File: src/rtl/rand_traffic_injector.sv
// Random-traffic packet source for one mesh NoC node, driven by a free-running 16-bit Galois LFSR.
// Define RAND_INJ_SEED_EN to add seed_in/seed_load for reseeding the LFSR while idle.
module rand_traffic_injector #(
  parameter int FLIT_W    = 32,
  parameter int NODE_ID_W = 4,
  parameter int PKT_LEN   = 4
) (
  input  logic                 clk,
  input  logic                 rst_n,
  input  logic                 start,
  input  logic                 stop,
  input  logic [7:0]           rate,
  input  logic [15:0]          num_pkts,
  input  logic [NODE_ID_W-1:0] src_id,
`ifdef RAND_INJ_SEED_EN
  input  logic [15:0]          seed_in,
  input  logic                 seed_load,
`endif
  output logic [FLIT_W-1:0]    flit_out,
  output logic                 flit_valid,
  input  logic                 flit_ready,
  output logic                 busy,
  output logic                 done,
  output logic [15:0]          pkt_sent_cnt
);

  typedef enum logic [2:0] {IDLE, GAP, HEAD, BODY, TAIL} state_t;

  localparam logic [15:0] TAP_MASK = 16'h1274;
  localparam int BW = (PKT_LEN > 2) ? $clog2(PKT_LEN) : 1;
  localparam logic [BW-1:0] BODY_LAST = BW'((PKT_LEN > 2) ? PKT_LEN - 3 : 0);

  state_t              state_reg;
  logic [15:0]         lfsr_reg;
  logic [15:0]         lfsr_next;
  logic [FLIT_W-1:0]   flit_reg;
  logic                valid_reg;
  logic                busy_reg;
  logic                done_reg;
  logic [15:0]         cnt_reg;
  logic [15:0]         seq_reg;
  logic                stop_lat_reg;
  logic [BW-1:0]       body_cnt_reg;

  logic [NODE_ID_W-1:0] dest_raw;
  logic [NODE_ID_W-1:0] dest;
  logic [FLIT_W-1:0]    head_flit;
  logic [FLIT_W-1:0]    body_flit;
  logic [FLIT_W-1:0]    tail_flit;
  logic                 xfer;
  logic                 stop_req;
  logic [15:0]          cnt_inc;

  assign lfsr_next[0] = lfsr_reg[15];
  for (genvar gi = 1; gi < 16; gi++) begin : g_lfsr
    assign lfsr_next[gi] = lfsr_reg[gi-1] ^ (TAP_MASK[gi] & lfsr_reg[15]);
  end

  always_ff @(posedge clk or negedge rst_n) begin
    if (!rst_n) begin
      lfsr_reg <= 16'hFFFF;
`ifdef RAND_INJ_SEED_EN
    end else if (seed_load && state_reg == IDLE) begin
      // An all-zero seed would lock the LFSR, so substitute the reset value.
      lfsr_reg <= (seed_in == 16'h0000) ? 16'hFFFF : seed_in;
`endif
    end else begin
      lfsr_reg <= lfsr_next;
    end
  end

  // A packet to ourselves is pointless; steer it to the neighbouring ID instead.
  assign dest_raw = lfsr_reg[NODE_ID_W+7:8];
  assign dest     = (dest_raw == src_id) ? (dest_raw ^ NODE_ID_W'(1)) : dest_raw;

  always_comb begin
    head_flit                   = '0;
    head_flit[31:30]            = 2'b01;
    head_flit[26 +: NODE_ID_W]  = dest;
    head_flit[22 +: NODE_ID_W]  = src_id;
    head_flit[15:0]             = seq_reg;
    body_flit                   = '0;
    body_flit[15:0]             = lfsr_reg;
    tail_flit                   = body_flit;
    tail_flit[31:30]            = 2'b10;
  end

  assign xfer     = valid_reg & flit_ready;
  assign stop_req = stop | stop_lat_reg;
  assign cnt_inc  = cnt_reg + 16'd1;

  always_ff @(posedge clk or negedge rst_n) begin
    if (!rst_n) begin
      state_reg    <= IDLE;
      flit_reg     <= '0;
      valid_reg    <= 1'b0;
      busy_reg     <= 1'b0;
      done_reg     <= 1'b0;
      cnt_reg      <= 16'h0000;
      seq_reg      <= 16'h0000;
      stop_lat_reg <= 1'b0;
      body_cnt_reg <= '0;
    end else begin
      done_reg <= 1'b0;
      case (state_reg)
        IDLE: begin
          if (start && !stop) begin
            state_reg    <= GAP;
            busy_reg     <= 1'b1;
            cnt_reg      <= 16'h0000;
            seq_reg      <= 16'h0000;
            stop_lat_reg <= 1'b0;
          end
        end
        GAP: begin
          if (stop_req) begin
            state_reg <= IDLE;
            busy_reg  <= 1'b0;
          end else if (rate == 8'hFF || lfsr_reg[7:0] < rate) begin
            state_reg <= HEAD;
            flit_reg  <= head_flit;
            valid_reg <= 1'b1;
          end
        end
        HEAD: begin
          if (stop) stop_lat_reg <= 1'b1;
          if (xfer) begin
            body_cnt_reg <= '0;
            if (PKT_LEN == 2) begin
              state_reg <= TAIL;
              flit_reg  <= tail_flit;
            end else begin
              state_reg <= BODY;
              flit_reg  <= body_flit;
            end
          end
        end
        BODY: begin
          if (stop) stop_lat_reg <= 1'b1;
          if (xfer) begin
            if (body_cnt_reg == BODY_LAST) begin
              state_reg <= TAIL;
              flit_reg  <= tail_flit;
            end else begin
              body_cnt_reg <= body_cnt_reg + BW'(1);
              flit_reg     <= body_flit;
            end
          end
        end
        TAIL: begin
          if (stop) stop_lat_reg <= 1'b1;
          if (xfer) begin
            valid_reg <= 1'b0;
            cnt_reg   <= cnt_inc;
            seq_reg   <= seq_reg + 16'd1;
            // Completion takes priority so done still pulses alongside a stop.
            if (num_pkts != 16'h0000 && cnt_inc == num_pkts) begin
              done_reg  <= 1'b1;
              state_reg <= IDLE;
              busy_reg  <= 1'b0;
            end else if (stop_req) begin
              state_reg <= IDLE;
              busy_reg  <= 1'b0;
            end else begin
              state_reg <= GAP;
            end
          end
        end
        default: begin
          state_reg <= IDLE;
          busy_reg  <= 1'b0;
          valid_reg <= 1'b0;
        end
      endcase
    end
  end

  assign flit_out     = flit_reg;
  assign flit_valid   = valid_reg;
  assign busy         = busy_reg;
  assign done         = done_reg;
  assign pkt_sent_cnt = cnt_reg;

endmodule

File: config.mk
export PLATFORM = sky130hd
export DESIGN_NAME = rand_traffic_injector
export DESIGN_NICKNAME = d
export VERILOG_FILES = /design/src/rtl/rand_traffic_injector.sv
export SDC_FILE = /design/constraint.sdc
export NUM_CORES = 1
export LEC_CHECK = 0
export ABC_AREA = 1
export BUFFER_PORTS_ARGS = -buffer_cell sky130_fd_sc_hd__clkbuf_2
export CAP_MARGIN = 10
export CORE_ASPECT_RATIO = 1.5
export CORE_MARGIN = 4
export CORE_UTILIZATION = 56
export DETAILED_ROUTE_END_ITERATION = 7
export MAX_ROUTING_LAYER = met4
export PLACE_DENSITY = 0.77
export SLEW_MARGIN = 20
export SYNTH_ARGS = -nofsm -noshare
export SYNTH_HDL_FRONTEND = slang
export SYNTH_SLANG_ARGS = --single-unit
File: constraint.sdc
create_clock -name clk -period 2.25 [get_ports clk]
set_input_delay 0.1125 -clock clk [delete_from_list [all_inputs] [get_ports clk]]
set_output_delay 0.1125 -clock clk [all_outputs]
set_load 0.02 [all_outputs]
==> summary.md <==
| Metric | Value |
|---|---|
| I/O pin total | 84 |
| Post-synthesis sequential area ratio | 44.65% |
| First-pass GRT wire length | 20.55 mm |
| TritonCTS Buffers | 9 |
| R2R Path End | flit_out[15] |
| Site row count | 40 |
| Die height | 120.2 microns |
| Nets | 744 |
| Setup repair bufs after CTS | 0 |
| Synthesized area | 0.004697 sq mm |
| Clock-pin slew on the worst setup and hold paths | 60 ps |
| Clock insertion delay at the later pin of the skew report | 340 ps |
| Max FFs per register | 26 |
| Dpl ws | 86.82 ps |
| Num Clock Sinks | 83 |
| Distinct cells, synth | 42 |
| Area growth, synth to finish | 19.26% |
| Fin. max-slew vios | 0 |
| Die Width | 82.78 microns |
| Synth area leaders | dfrtp_1 36%, nand2_1 12%, dfstp_2 9.0% |
| R2r setup slk | 180 ps |
| CTS tree | done |
| Clock tree buffer depth | 2 |
| Post-synth top area cell | dfrtp_1 |
| Leak Pwr | 2.861 nW |
| Post-synth ARST share | 100.0% |
| Clock period minus worst slack | 2069 ps |
| Final instance area | 0.005602 sq mm |
| Final non-filler cell total | 811 |
| Endpoints failing setup | 0 |
| Setup Skew | 6.427 ps |
| Vias | 4464 |
| Final hold violation count | 0 |
| Grt total ovfl | 0 |
| Mean post-synth cell area | 7.662 sq um |
| Via-per-instance ratio | 5.504 |
| I/O Buffers | 77 |
| Die Area | 0.009947 sq mm |
| Crit path launch | lfsr_reg[1] |
| Tcrit/Tclk final | 91.97% |
| Critical R2R Launch | lfsr_reg[1] |
| Root Driver | clkbuf_16 |
| Vias in the first global route | 4443 |
| Initial Utilization | 57.93% |
| Number of routed nets with antenna violations | 0 |
| Final core occ | 69.09% |
| Syn Inst Count | 613 |
| Worst path required time | 2460 ps |
| Filler Cells Inserted | 685 |
| Final Routed Wirelength | 13.10 mm |
| Worst Hold Class | input port to register |
| Worst setup margin | 180.8 ps |
| Status | finished, final reports clean |
| Startpoint type of the worst setup path | register |
| Crit path to | flit_out[15] |
| MaxCap Viol Count | 0 |
| Worst VDD drop | 0.8410 mV |
| Hold WS | 39.79 ps |
| Largest net degree at the start of global routing | 50 |
| Pwr/cell area | 1209 mW/mm^2 |
| EDFF count, synth | 0 |
| CP max FO | 24 |
| Crit path DAT | 2280 ps |
| Initial antenna violation count | 0 |
| Post-Place Cells | 793 |
| PnR Total Power | 6.774 mW |
| CORE AREA | 0.008108 sq mm |
| Commonest non-fill, non-tap cell in the layout | nand2_1 |
| Crit Path Class | register to register |
| Gr usage total | 27.99% |
| FF+latch count, synth | 83 |
| Commonest non-fill, non-tap cells in the layout | 154 x nand2_1, 82 x inv_1, 76 x clkbuf_2, 67 x dfrtp_1, 57 x o21ai_0 |
| H-tree depth | 3 |
| Worst R2R Path Depth | 13 |
| Setup crit end kind | register |
| Placed inst area | 0.005244 sq mm |
| Layout cells sized above 1 | 20.54% |
| YS warnings | 0 |
| HPWL after DPL | 9.772 mm |
| DRC Markers | 0 |
| DRT Pass-1 Iters | 5 |
| Ant. Diodes | 0 |
| Maximum clock rate | 483.3 MHz |
| Routability congestion estimate | 0.9424 |
| DR iter-0 viols | 234 |
| Ys flop type | dfrtp_1 |
| Setup TNS | 0 ps |
| DR WL/cell | 16.15 microns |
| Area fraction of the dominant cell type after synthesis | 35.70% |
[timing repair]
item                       in CTS  in global routing
setup endpoints to repair       0                 26
hold buffers                    1                  0
gates resized for setup         0                  8
hold endpoints to repair       24                  0
[layer usage]
| metal | vias up | share of wire (%) | global-route usage, % |
|---|---|---|---|
| met2 | 163 | 53 | 46.79 |
| met1 | 2110 | 38 | 31.58 |
| li1 | 2149 | - | - |
| met3 | 42 | 5.4 | 4.805 |
| met4 | 0 | 3.7 | 13.80 |
| met5 | - | 0 | - |
[worst max-delay path, cell delays in order, from the launching register on]
cell,delay [ps]
dfstp_2,550
ha_1,230
o21ai_1,90
nand2_1,70
nand3_1,70
nand2_1,50
nand3_1,50
and2_1,130
o21ai_2,70
nand3_1,140
nand2_2,120
clkbuf_16,220
nand2_1,70
o21ai_0,90
[power breakdown]
group / total, mW / internal, mW / leakage [nW] / switching (mW)
registers: 2.24 / 1.89 / 1.06 / 0.349
logic: 3.05 / 1.02 / 1.66 / 2.03
clock network: 1.48 / 0.889 / 0.148 / 0.595
[worst min-delay path by stage]
stage	end	depth (start not counted)	start	slack, ps
floorplan	body_cnt_reg[0]	0	rst_n	-180
global placement	pkt_sent_cnt[9]	1	rst_n	50
detailed placement	pkt_sent_cnt[9]	1	rst_n	50
CTS	flit_out[22]	3	src_id[0]	40
global route	flit_out[22]	3	src_id[0]	70
finish	flit_out[22]	3	src_id[0]	40
[cells in the mapped netlist, types with 2 or more instances]
master / number
nand2_1: 155
inv_1: 83
dfrtp_1: 67
o21ai_0: 58
nand3_1: 53
nor2_1: 44
dfstp_2: 16
a21oi_1: 15
nand4_1: 12
nor3_1: 12
xor2_1: 11
ha_1: 10
o21ai_1: 10
o22ai_1: 9
buf_4: 8
clkbuf_1: 8
buf_2: 4
nand2_2: 3
o211ai_1: 3
xnor2_1: 3
and3_1: 2
mux2i_1: 2
nand3_4: 2
nand3b_1: 2
nor2_2: 2
nor2_4: 2
nor4_1: 2
[final cells by class]
class | instances | area, sq um | share of cell area [%]
Multi-Input combinational cell | 428 | 2192 | 39.13
Sequential cell | 83 | 2097 | 37.44
Timing Repair Buffer | 93 | 553.0 | 9.873
Inverter | 86 | 324.1 | 5.785
Clock buffer | 10 | 239.0 | 4.266
Tap cell | 105 | 131.4 | 2.345
Clock inverter | 6 | 65.06 | 1.161
[cell families (layout without fill, tap and decap cells)]
logic type                 count (synthesis)  after routing  share of synthesized area [%]
AOI/OAI and AO/OA                        100            100                          11.35
adders and majority gates                 10             10                          2.664
other                                      1              6                        0.07984
buffers and inverters                    107            195                          9.483
and+or+nand+nor                          295            295                          28.26
xor gates and xnor gates                  15             15                          3.090
muxes                                      2              2                         0.4262
DFF                                       83             83                          44.65
No activity file was read; power rests on OpenSTA's default activity.
